$ cat src/rtl/seg_pkg.sv
// Shared segment encodings, hex decoder and converter state type for the
// multi-digit 7-segment scan driver.
package seg_pkg;

  localparam logic [7:0] SEG_BLANK = 8'hFF;
  localparam logic [7:0] SEG_DASH  = 8'hBF;

  typedef enum logic {
    IDLE = 1'b0,
    CONV = 1'b1
  } conv_state_e;

  // Active-low {dp,g,f,e,d,c,b,a}; dp bit is left off (1).
  function automatic logic [7:0] hex_to_seg(input logic [3:0] nib);
    logic [7:0] seg;
    case (nib)
      4'h0:    seg = 8'hC0;
      4'h1:    seg = 8'hF9;
      4'h2:    seg = 8'hA4;
      4'h3:    seg = 8'hB0;
      4'h4:    seg = 8'h99;
      4'h5:    seg = 8'h92;
      4'h6:    seg = 8'h82;
      4'h7:    seg = 8'hF8;
      4'h8:    seg = 8'h80;
      4'h9:    seg = 8'h90;
      4'hA:    seg = 8'h88;
      4'hB:    seg = 8'h83;
      4'hC:    seg = 8'hC6;
      4'hD:    seg = 8'hA1;
      4'hE:    seg = 8'h86;
      default: seg = 8'h8E;
    endcase
    return seg;
  endfunction

endpackage

$ cat src/rtl/seg_scan_display_bin2bcd.sv
// Sequential shift-add-3 binary-to-BCD converter, one iteration per clk.
// Final result and overflow are presented combinationally on the last iteration.
module bin2bcd_seq #(
  parameter int unsigned DATA_W = 24,
  parameter int unsigned SEL_W  = 6
) (
  input  logic                 clk,
  input  logic                 rst_n,
  input  logic                 start_i,
  input  logic [DATA_W-1:0]    bin_i,
  output logic                 busy_o,
  output logic                 done_c,
  output logic [4*SEL_W-1:0]   bcd_c,
  output logic                 ovf_c
);
  import seg_pkg::*;

  localparam int unsigned BCD_W = 4 * SEL_W;
  localparam int unsigned CNT_W = $clog2(DATA_W + 1);

  conv_state_e        state_q, state_d;
  logic [CNT_W-1:0]   cnt_q, cnt_d;
  logic [DATA_W-1:0]  sh_q, sh_d;
  logic [BCD_W-1:0]   bcd_q, bcd_d;
  logic               ovf_q, ovf_d;
  logic [BCD_W-1:0]   adj, shifted;
  logic               carry;

  always_ff @(posedge clk or negedge rst_n) begin
    if (!rst_n) begin
      state_q <= IDLE;
      cnt_q   <= '0;
      sh_q    <= '0;
      bcd_q   <= '0;
      ovf_q   <= 1'b0;
    end else begin
      state_q <= state_d;
      cnt_q   <= cnt_d;
      sh_q    <= sh_d;
      bcd_q   <= bcd_d;
      ovf_q   <= ovf_d;
    end
  end

  always_comb begin
    state_d = state_q;
    cnt_d   = cnt_q;
    sh_d    = sh_q;
    bcd_d   = bcd_q;
    ovf_d   = ovf_q;
    done_c  = 1'b0;
    adj     = bcd_q;
    // Add 3 to every digit >= 5 so the following shift carries correctly.
    for (int i = 0; i < int'(SEL_W); i++) begin
      if (bcd_q[4*i +: 4] >= 4'd5) adj[4*i +: 4] = bcd_q[4*i +: 4] + 4'd3;
    end
    shifted = {adj[BCD_W-2:0], sh_q[DATA_W-1]};
    carry   = adj[BCD_W-1];
    case (state_q)
      IDLE: begin
        if (start_i) begin
          state_d = CONV;
          cnt_d   = '0;
          sh_d    = bin_i;
          bcd_d   = '0;
          ovf_d   = 1'b0;
        end
      end
      CONV: begin
        sh_d  = {sh_q[DATA_W-2:0], 1'b0};
        bcd_d = shifted;
        ovf_d = ovf_q | carry;
        cnt_d = cnt_q + CNT_W'(1);
        if (cnt_q == CNT_W'(DATA_W - 1)) begin
          state_d = IDLE;
          done_c  = 1'b1;
        end
      end
      default: state_d = IDLE;
    endcase
    bcd_c  = shifted;
    ovf_c  = ovf_q | carry;
    busy_o = (state_q == CONV);
  end

endmodule

$ cat src/rtl/seg_scan_display.sv
// Multi-digit common-anode 7-segment scan driver with hex/decimal load,
// overflow dashes, leading-zero blanking, decimal points and blink.
module seg_scan_display #(
  parameter int unsigned SEL_W     = 6,
  parameter int unsigned DATA_W    = 24,
  parameter int unsigned SCAN_CNT  = 50000,
  parameter int unsigned BLINK_DIV = 250
) (
  input  logic              clk,
  input  logic              rst_n,
  input  logic [DATA_W-1:0] din,
  input  logic              din_vld,
  output logic              din_rdy,
  input  logic              mode,
  input  logic [SEL_W-1:0]  dp_mask,
  input  logic              blank_lz,
  input  logic              blink_en,
  output logic [SEL_W-1:0]  SEL,
  output logic [7:0]        DIG
);
  import seg_pkg::*;

  localparam int unsigned SCAN_W = (SCAN_CNT > 1) ? $clog2(SCAN_CNT) : 1;
  localparam int unsigned IDX_W  = (SEL_W > 1) ? $clog2(SEL_W) : 1;
  localparam int unsigned BLK_W  = (BLINK_DIV > 1) ? $clog2(BLINK_DIV) : 1;

  logic [SCAN_W-1:0] scan_q, scan_d;
  logic [IDX_W-1:0]  idx_q, idx_d;
  logic [BLK_W-1:0]  blk_q, blk_d;
  logic              phase_q, phase_d;
  logic [DATA_W-1:0] buf_q, buf_d;
  logic              ovf_q, ovf_d;
  logic              rdy_q, rdy_d;
  logic [SEL_W-1:0]  sel_q, sel_d;
  logic [7:0]        dig_q, dig_d;

  logic              accept_c, tick_c;
  logic              conv_busy, conv_done_c, conv_ovf_c;
  logic [DATA_W-1:0] conv_bcd_c;
  logic [3:0]        nib;
  logic              dp_bit, lz_bit, zero_run;
  logic [SEL_W-1:0]  lz_vec, sel_pat;
  logic [7:0]        seg;

  assign accept_c = din_vld & rdy_q;
  assign tick_c   = (scan_q == SCAN_W'(SCAN_CNT - 1));

  bin2bcd_seq #(
    .DATA_W (DATA_W),
    .SEL_W  (SEL_W)
  ) u_bin2bcd (
    .clk     (clk),
    .rst_n   (rst_n),
    .start_i (accept_c & mode),
    .bin_i   (din),
    .busy_o  (conv_busy),
    .done_c  (conv_done_c),
    .bcd_c   (conv_bcd_c),
    .ovf_c   (conv_ovf_c)
  );

  always_ff @(posedge clk or negedge rst_n) begin
    if (!rst_n) begin
      scan_q  <= '0;
      idx_q   <= '0;
      blk_q   <= '0;
      phase_q <= 1'b1;
      buf_q   <= '0;
      ovf_q   <= 1'b0;
      rdy_q   <= 1'b1;
      sel_q   <= '1;
      dig_q   <= SEG_BLANK;
    end else begin
      scan_q  <= scan_d;
      idx_q   <= idx_d;
      blk_q   <= blk_d;
      phase_q <= phase_d;
      buf_q   <= buf_d;
      ovf_q   <= ovf_d;
      rdy_q   <= rdy_d;
      sel_q   <= sel_d;
      dig_q   <= dig_d;
    end
  end

  always_comb begin
    scan_d   = scan_q + SCAN_W'(1);
    idx_d    = idx_q;
    blk_d    = blk_q;
    phase_d  = phase_q;
    buf_d    = buf_q;
    ovf_d    = ovf_q;
    sel_d    = sel_q;
    dig_d    = dig_q;
    nib      = '0;
    dp_bit   = 1'b0;
    lz_bit   = 1'b0;
    zero_run = 1'b1;
    lz_vec   = '0;
    sel_pat  = '1;

    // Hex loads land immediately; decimal results land atomically on conversion end.
    if (accept_c && !mode) begin
      buf_d = din;
      ovf_d = 1'b0;
    end else if (conv_done_c) begin
      buf_d = conv_bcd_c;
      ovf_d = conv_ovf_c;
    end
    rdy_d = ~((accept_c & mode) | (conv_busy & ~conv_done_c));

    for (int i = int'(SEL_W) - 1; i > 0; i--) begin
      zero_run  = zero_run & (buf_q[4*i +: 4] == 4'd0);
      lz_vec[i] = zero_run;
    end
    for (int i = 0; i < int'(SEL_W); i++) begin
      if (idx_q == IDX_W'(i)) begin
        nib                 = buf_q[4*i +: 4];
        dp_bit              = dp_mask[i];
        lz_bit              = lz_vec[i];
        sel_pat[SEL_W-1-i]  = 1'b0;
      end
    end

    if (ovf_q)                 seg = SEG_DASH;
    else if (blank_lz && lz_bit) seg = SEG_BLANK;
    else                       seg = hex_to_seg(nib);
    if (dp_bit) seg[7] = 1'b0;

    // SEL and DIG change together on the scan tick for the digit being left.
    if (tick_c) begin
      scan_d = '0;
      idx_d  = (idx_q == IDX_W'(SEL_W - 1)) ? '0 : idx_q + IDX_W'(1);
      if (blk_q == BLK_W'(BLINK_DIV - 1)) begin
        blk_d   = '0;
        phase_d = ~phase_q;
      end else begin
        blk_d = blk_q + BLK_W'(1);
      end
      sel_d = (blink_en && !phase_q) ? '1 : sel_pat;
      dig_d = seg;
    end
  end

  assign din_rdy = rdy_q;
  assign SEL     = sel_q;
  assign DIG     = dig_q;

endmodule

$ cat config.mk
export PLATFORM = sky130hd
export DESIGN_NAME = seg_scan_display
export DESIGN_NICKNAME = d
export VERILOG_FILES = /design/src/rtl/seg_pkg.sv /design/src/rtl/seg_scan_display_bin2bcd.sv /design/src/rtl/seg_scan_display.sv
export SDC_FILE = /design/constraint.sdc
export NUM_CORES = 1
export LEC_CHECK = 0
export CAP_MARGIN = 20
export CORE_ASPECT_RATIO = 1.25
export CORE_MARGIN = 4
export CORE_UTILIZATION = 50
export CTS_BUF_LIST = sky130_fd_sc_hd__clkbuf_4 sky130_fd_sc_hd__clkbuf_8 sky130_fd_sc_hd__clkbuf_16
export DETAILED_ROUTE_END_ITERATION = 12
export PLACE_DENSITY = 0.68
export SLEW_MARGIN = 20
export SYNTH_ARGS = -nofsm -noshare
export SYNTH_HDL_FRONTEND = slang
export SYNTH_SLANG_ARGS = --single-unit
$ cat constraint.sdc
create_clock -name clk -period 3.68 [get_ports clk]
set_input_delay 0.368 -clock clk [delete_from_list [all_inputs] [get_ports clk]]
set_output_delay 0.368 -clock clk [all_outputs]
set_load 0.02 [all_outputs]
==> impl_metrics.py, run 1 <==
metrics = {
    "clocking": {
        "cts_tree": "built",
        "clock_path_buffers": 2,
        "clockRootBuffer": "clkbuf_16",
        "hold_buffers": 0,
        "cts_resized": 0,
        "cts_num_sinks": 123,
        "cts_setup_buffers": 0,
        "htreeDepth": 4,
        "clk_latency_ns": 0.41,
        "clkTransAtPathRegs_ns": 0.06,
        "cts_buffers": 17,
    },
    "grt": {
        "grt_pass1_wl_um": 27400,
        "overflow": 0,
        "grtUsageTotal_pct": 22.5,
        "antenna_found_initial": 0,
        "grt_pass1_vias": 5558,
        "grt_max_degree": 67,
    },
    "synth": {
        "synth-edff-count": 0,
        "ys_types": 63,
        "syn-cell-area_um2": 6740,
        "synth_seq_area_share_pct": 46.0,
        "ys_ff_latch": 123,
        "yosysWarnings": 0,
        "synth_cells": 723,
        "ys.flop_type": "dfrtp_1",
        "syn_avg_cell_area_um2": 9.32,
        "syn-num-nets": 781,
        "synthArstFlopShare_pct": 100,
    },
    "route": {
        "first_pass_iters": 4,
        "avgViaCountPerCell": 5.80,
        "wl_per_cell_um": 17.3,
        "vias": 5484,
        "antenna_left": 0,
        "wirelength_um": 16400,
        "drc": 0,
        "drtIter0Drc": 292,
    },
    "critical_path": {
        "cp-end-kind": "flop",
        "r2r_cells": 11,
        "rrSetupSlack_ns": 0.65,
        "critPathKind": "flop to flop",
        "path_cells": "and2_1 -> ha_1 -> nor4b_2 -> nand2_1 -> a41o_1 -> inv_1 -> ha_1 -> a211oi_1 -> a32oi_1 -> o2111ai_1 -> a31oi_1",
        "required_ns": 4.02,
        "crit_buf_inv": 1,
        "critical_path_depth": 11,
        "cp_top_family": "compound AO/OA/AOI/OAI gates",
        "cpPeakStageDelay_ns": 0.51,
        "crit_path_max_fanout": 17,
        "timing.rr.end": "DIG[5]",
        "startpoint_type": "flop",
        "r2r-start": "idx_q[1]",
        "slowest_stage": "dfrtp_1",
        "critPathArrivalTime_ns": 3.37,
        "crit_top_cell": "ha_1",
    },
    "flow_run": {
        "drv_cap": 0,
    },
    "timing": {
        "hold_viol": 0,
        "fmax_mhz": 330,
        "period_share_pct": 82.3,
        "finClkSkew_ns": 0.00409,
        "period_minus_slack_ns": 3.03,
        "setup_tns_ns": 0,
        "layout_setup_ws_ns": 0.651,
        "relSlewSlack_pct": 41.1,
        "hold_ws_ns": 0.0523,
        "tightest_slew_ns": 0.883,
        "slew_viol_final": 0,
        "rsz0062_at_grt": "false",
        "setup_viol_count_final": 0,
    },
    "placed_design": {
        "place_inst": 913,
        "dpl-instance-area_um2": 7350,
        "hpwl_um": 11600,
        "gp_congestion": 0.849,
        "place_ws_ns": 0.712,
        "port_buffers": 50,
    },
    "cells_and_area": {
        "fill_cells": 1131,
        "stdcell_count": 945,
        "drive_above_1_share_pct": 9.30,
        "multi_input_area_um2": 3380,
        "num_antenna_cells": 0,
        "area_growth_syn_to_layout_pct": 19.0,
        "final_area_um2": 8010,
        "nets": 819,
        "register_area_um2": 3100,
    },
    "status": {
        "status": "finished, final reports clean",
    },
    "floorplanning": {
        "io_pins": 51,
        "die_area_um2": 15400,
        "core_um2": 13200,
        "dieHeight_um": 138,
        "rows": 47,
        "die_w_um": 112,
        "start_util_pct": 50.9,
    },
    "power": {
        "powerDensity_nw_per_um2": 734,
        "leakage_uw": 0.00335,
        "irDropWorstVdd_v": 0.000375,
    },
    "worst_hold_path": {
        "min_path_type": "input pin to async pin",
    },
}
## cell type report
type / count / area share [%]
inverter: 22 / 1.03
clock inverter: 11 / 2.37
tap: 171 / 2.67
sequential: 123 / 38.7
clock buffer: 21 / 5.92
multi-input combinational: 537 / 42.2
timing repair buffer: 60 / 7.15
## cell families after synthesis
family,synth area share [%]
simple gates,17.5
flops,46.0
fa+ha+maj,4.09
buf+inv,3.86
mux,7.97
compound gates,17.6
xor+xnor,2.99
## routing by layer
metal | track usage, % | part of all wire, % | vias to the layer above
met4 | 8.92 | 2.6 | 0
met5 | 0 | 0 | -
met1 | 26.2 | 42 | 2658
met2 | 39.9 | 51 | 129
li1 | - | - | 2663
met3 | 5.40 | 4.4 | 34
## registers in the layout, indices dropped and copies added (netlist names)
register	flops
buf_q	24
u_bin2bcd.bcd_q	24
u_bin2bcd.sh_q	24
scan_q	16
DIG	8
blk_q	8
SEL	6
u_bin2bcd.cnt_q	5
idx_q	3
din_rdy	1
ovf_q	1
phase_q	1
u_bin2bcd.busy_o	1
u_bin2bcd.ovf_q	1
## power by group
part	total [uW]	switching [uW]	internal, uW
clock	1870	605	1260
sequential	2150	400	1750
combinational	1870	1080	792
## placed cells by master, fill, tap and decap left out, types with 12 or more instances in the layout
| cell | instances |
|---|---|
| dfrtp_1 | 106 |
| nand2_1 | 90 |
| o21ai_0 | 83 |
| nor2_1 | 52 |
| clkdlybuf4s50_1 | 49 |
| mux2i_1 | 48 |
| a21oi_1 | 37 |
| nand3_1 | 31 |
| inv_1 | 22 |
| ha_1 | 22 |
| clkbuf_16 | 17 |
| dfstp_2 | 16 |
| xnor2_1 | 12 |
| nor3b_1 | 12 |
## worst max path at each step
stage | end | startpoint | slack, ns
final | DIG[5] | idx_q[1] | 0.65
after global routing | DIG[5] | idx_q[1] | 0.42
after CTS | DIG[5] | idx_q[1] | 0.69
after detailed placement | DIG[5] | idx_q[1] | 0.71
after global placement | DIG[5] | idx_q[1] | 0.82
after floorplan | DIG[3] | idx_q[0] | 0.43
## cells in the mapped netlist (3+ instances only)
master	instances	area share, %
nor4_1	4	0.37
ha_1	22	4.1
a311oi_1	3	0.39
and3_1	7	0.65
a211oi_1	10	1.1
mux2i_1	48	7.1
mux2_2	3	0.50
dfstp_2	16	6.2
a21oi_1	37	2.7
and2_1	4	0.37
o31ai_1	11	1.2
nor2_1	53	3.0
o21ai_0	83	6.2
nor2b_1	6	0.56
nand2_1	90	5.0
a31oi_1	11	1.0
o22ai_1	3	0.28
dfrtp_1	107	40
o211ai_1	3	0.33
clkbuf_1	27	1.5
xnor2_1	12	1.6
nand3_1	31	2.3
nand2b_1	10	0.93
nand4_1	5	0.46
inv_1	22	1.2
or3_1	4	0.37
a21o_1	8	0.89
buf_2	10	0.74
nor3b_1	12	1.3
nor3_1	7	0.52
xor2_1	11	1.4
## through the flow
step,utilization (%),total power (uW)
floorplan,-,3440
CTS,60.6,5920
finish,60.6,5880
global placement,55.5,3930
global route,60.6,6290
detailed placement,55.5,4030
Power figures use the tool's default switching activity.
==> run 2: changes to the inputs <==
- clock period: 3.68 -> 3 ns (I/O delays scaled with it)
==> impl_metrics.py, run 2 (same netlist as run 1, synthesis figures left out) <==
metrics = {
    "status": {
        "status": "finished, final reports clean",
    },
    "critical_path": {
        "crit_buf_inv": 1,
        "critPathKind": "flop to flop",
        "startpoint_type": "flop",
        "path_cells": "and2_1 -> ha_1 -> nor4b_2 -> nand2_1 -> a41o_1 -> inv_1 -> ha_1 -> a211oi_1 -> a32oi_1 -> o2111ai_1 -> a31oi_1",
        "critPathArrivalTime_ns": 2.97,
        "crit_path_max_fanout": 6,
        "crit_top_cell": "ha_1",
        "slowest_stage": "dfrtp_1",
        "required_ns": 3.35,
        "cp_top_family": "compound AO/OA/AOI/OAI gates",
        "cpPeakStageDelay_ns": 0.39,
        "cp-end-kind": "flop",
    },
    "timing": {
        "period_share_pct": 87.3,
        "slew_viol_final": 0,
        "tightest_slew_ns": 0.844,
        "setup_tns_ns": 0,
        "period_minus_slack_ns": 2.62,
        "relSlewSlack_pct": 43.7,
        "hold_viol": 0,
        "fmax_mhz": 382,
        "rsz0062_at_grt": "false",
        "setup_viol_count_final": 0,
        "hold_ws_ns": 0.474,
        "finClkSkew_ns": 0.00586,
    },
    "power": {
        "irDropWorstVdd_v": 0.000598,
        "powerDensity_nw_per_um2": 859,
        "leakage_uw": 0.00334,
    },
    "floorplanning": {
        "die_area_um2": 15400,
        "rows": 47,
        "die_w_um": 112,
        "core_um2": 13200,
        "dieHeight_um": 138,
        "io_pins": 51,
        "start_util_pct": 50.9,
    },
    "clocking": {
        "htreeDepth": 4,
        "cts_resized": 0,
        "clockRootBuffer": "clkbuf_16",
        "hold_buffers": 1,
        "cts_num_sinks": 123,
        "clk_latency_ns": 0.42,
        "clkTransAtPathRegs_ns": 0.06,
        "cts_tree": "built",
        "cts_setup_buffers": 0,
        "clock_path_buffers": 2,
        "cts_buffers": 17,
    },
    "grt": {
        "grtUsageTotal_pct": 22.8,
        "overflow": 0,
        "grt_max_degree": 64,
        "grt_pass1_wl_um": 27700,
        "antenna_found_initial": 0,
        "grt_pass1_vias": 5613,
    },
    "route": {
        "antenna_left": 0,
        "drc": 0,
        "wirelength_um": 16600,
        "vias": 5539,
        "first_pass_iters": 5,
        "wl_per_cell_um": 17.4,
        "avgViaCountPerCell": 5.81,
        "drtIter0Drc": 380,
    },
    "cells_and_area": {
        "utilization_pct": 60.3,
        "nets": 828,
        "drive_above_1_share_pct": 10.3,
        "layout_commonest_cell": "dfrtp_1",
        "num_antenna_cells": 0,
        "reg_top3": "buf_q: 24 flops, u_bin2bcd.bcd_q: 24 flops, u_bin2bcd.sh_q: 24 flops",
        "mostFrequentLayoutCells": "106 x dfrtp_1, 90 x nand2_1, 83 x o21ai_0",
        "area_growth_syn_to_layout_pct": 18.5,
    },
    "worst_hold_path": {
        "min_path_type": "input pin to flop",
    },
    "placed_design": {
        "gp_congestion": 0.907,
        "port_buffers": 50,
        "hpwl_um": 11900,
    },
    "flow_run": {
        "drv_cap": 0,
    },
}
-- run 2: cell count changes in the layout (fill, tap and decap cells not counted), sizes merged --
| cell | previous run | this run |
|---|---|---|
| buf | 11 | 19 |
| bufinv | 5 | 0 |
| clkinv | 2 | 4 |
| clkbuf | 21 | 22 |
| clkinvlp | 4 | 5 |
| dlygate4sd3 | 0 | 1 |
| inv | 22 | 23 |
-- run 2: worst register-to-register path: cells and delay by family, from the launching register on --
| family | cells | cell delay (ns) |
|---|---|---|
| compound gates | 5 | 0.88 |
| simple gates | 3 | 0.62 |
| fa+ha+maj | 2 | 0.54 |
| flops | 1 | 0.39 |
| buf+inv | 1 | 0.12 |
-- run 2: area by class of cell --
cell class / instances / area [um^2]
fill: 1152 / 5250
multi-input combinational: 537 / 3390
sequential: 123 / 3100
timing repair buffer: 69 / 643
clock buffer: 22 / 488
tap: 171 / 214
inverter: 22 / 82.6
clock inverter: 10 / 66.3
-- run 2: metrics by stage --
stage / cells / total power, uW / area, um^2 / worst slack [ns]
6_report: 954 / 6850 / 7980 / 0.380
5_1_grt: 954 / 7360 / 7980 / 0.110
4_1_cts: 954 / 6900 / 7980 / 0.385
3_5_place_dp: 921 / 4980 / 7420 / 0.391
3_3_place_gp: 921 / 4870 / 7420 / 0.437
2_1_floorplan: 723 / 4230 / 6740 / 0.0459
-- run 2: final timing paths --
kind,start,end,slack (ns),depth (start not counted)
worst max-delay path,idx_q[0],DIG[5],0.38,11
worst min-delay path,din[3],buf_q[3],0.47,3
worst max register to register,idx_q[0],DIG[5],0.38,11
worst min register to register,DIG[7],DIG[7],0.47,2
max in group asynchronous,rst_n,DIG[6],1.67,3
min in group asynchronous,rst_n,scan_q[4],0.52,2
-- run 2: per-layer routing --
layer	wire (um)	track usage [%]
met4	427	9.06
met5	0	0
met1	7160	27.2
met3	630	4.83
met2	8410	40.1
-- run 2: power by group --
group          switching (uW)  leakage [uW]  internal [uW]  total (uW)
Combinational            1340       0.00153            987        2320
Sequential                493       0.00155           2140        2640
Clock                     746      0.000264           1150        1890
==> run 3: changes to the inputs <==
- RECOVER_POWER: not set -> 100
==> impl_metrics.py, run 3 (same netlist as run 1, synthesis figures left out) <==
metrics = {
    "timing": {
        "period_minus_slack_ns": 2.62,
        "setup_tns_ns": 0,
        "slew_viol_final": 64,
        "finClkSkew_ns": 0.00680,
        "hold_viol": 0,
        "relSlewSlack_pct": -6.98,
        "period_share_pct": 87.4,
        "setup_viol_count_final": 0,
        "layout_setup_ws_ns": 0.377,
        "rsz0062_at_grt": "false",
        "fmax_mhz": 381,
        "hold_ws_ns": 0.476,
        "tightest_slew_ns": 1.60,
    },
    "clocking": {
        "cts_tree": "built",
        "clkTransAtPathRegs_ns": 0.06,
        "clk_latency_ns": 0.42,
        "cts_setup_buffers": 0,
        "cts_num_sinks": 123,
        "cts_buffers": 17,
        "clockRootBuffer": "clkbuf_16",
        "clock_path_buffers": 2,
        "htreeDepth": 4,
    },
    "cells_and_area": {
        "nets": 828,
        "layout_commonest_cell": "dfrtp_1",
        "mostFrequentLayoutCells": "107 x dfrtp_1, 90 x nand2_1, 84 x o21ai_0",
        "final_area_um2": 7950,
        "reg_top3": "buf_q: 24 flops, u_bin2bcd.bcd_q: 24 flops, u_bin2bcd.sh_q: 24 flops",
        "drive_above_1_share_pct": 9.71,
        "area_growth_syn_to_layout_pct": 18.1,
        "num_antenna_cells": 0,
    },
    "power": {
        "leakage_uw": 0.00329,
        "powerDensity_nw_per_um2": 861,
        "irDropWorstVdd_v": 0.000595,
        "fin_total_pwr_uw": 6840,
    },
    "route": {
        "avgViaCountPerCell": 5.85,
        "first_pass_iters": 5,
        "antenna_left": 0,
        "wirelength_um": 16600,
        "wl_per_cell_um": 17.4,
        "drtIter0Drc": 324,
        "drc": 0,
        "vias": 5578,
    },
    "grt": {
        "grt_pass1_wl_um": 27700,
        "overflow": 0,
        "use_met1_pct": 27.2,
        "grt_pass1_vias": 5613,
        "grt_max_degree": 64,
        "grtUsageTotal_pct": 22.8,
        "antenna_found_initial": 0,
        "top_usage_layer": "met2",
        "use_met2_pct": 40.1,
        "grt.met3_usage_pct": 4.83,
    },
    "floorplanning": {
        "start_util_pct": 50.9,
        "rows": 47,
        "io_pins": 51,
        "core_um2": 13200,
        "die_area_um2": 15400,
        "dieHeight_um": 138,
        "die_w_um": 112,
    },
    "worst_hold_path": {
        "min_path_type": "input pin to flop",
    },
    "critical_path": {
        "critPathKind": "flop to flop",
        "cp-end-kind": "flop",
        "critPathArrivalTime_ns": 2.97,
        "startpoint_type": "flop",
        "crit_path_max_fanout": 6,
        "required_ns": 3.35,
    },
    "status": {
        "violations": "capacitance limit, slew limit",
        "status": "finished with violations",
    },
    "flow_run": {
        "drv_cap": 1,
    },
    "placed_design": {
        "place_ws_ns": 0.391,
        "hpwl_um": 11900,
        "gp_congestion": 0.907,
        "dpl-instance-area_um2": 7420,
        "port_buffers": 50,
    },
}
## run 3: final cells by class
| type | instances | area, um^2 |
|---|---|---|
| fill | 1159 | 5280 |
| timing repair buffer | 69 | 617 |
| clock inverter | 10 | 66.3 |
| sequential | 123 | 3100 |
| inverter | 22 | 82.6 |
| clock buffer | 22 | 488 |
| tap | 171 | 214 |
| multi-input combinational | 537 | 3390 |
## run 3: per-stage QoR
step | instances | utilization (%)
after floorplan | 723 | -
after global placement | 921 | 56.0
after detailed placement | 921 | 56.0
after CTS | 954 | 60.3
after global routing | 954 | 60.1
final | 954 | 60.1
## run 3: worst paths after layout
check / start / end / slack (ns) / depth (start not counted)
setup reg to reg: idx_q[0] / DIG[5] / 0.38 / 11
hold / removal: din[3] / buf_q[3] / 0.48 / 3
max in group asynchronous: rst_n / u_bin2bcd.bcd_q[1] / 0.77 / 3
setup / recovery: idx_q[0] / DIG[5] / 0.38 / 11
min in group asynchronous: rst_n / scan_q[4] / 0.81 / 2
hold reg to reg: u_bin2bcd.sh_q[13] / u_bin2bcd.sh_q[14] / 0.48 / 2
## run 3: what timing repair did
item | in CTS | in global routing
resized for setup | 0 | 0
hold buffers | 1 | 0
endpoints found under the hold margin | 3 | 0
## run 3: worst max-delay path, stage by stage, from the launching register on
cell and delay [ns]:
dfrtp_1 0.39, and2_0 0.16, ha_1 0.25, nor4b_2 0.36, nand2_1 0.10, a41o_1 0.31
inv_1 0.12, ha_1 0.29, a211oi_1 0.07, a32oi_1 0.18, o2111ai_1 0.13, a31oi_1 0.19
## run 3: power by group
part	total (uW)	internal, uW	switching [uW]
clock	1890	1150	745
sequential	2630	2140	492
combinational	2320	982	1340
total	6840	4270	2580
## run 3: routing by layer
metal	part of all wire, %	routed length, um	vias up
li1	-	-	2691
met4	2.7	454	0
met5	0	0	-
met1	43	7140	2732
met2	50	8370	119
met3	3.9	650	36
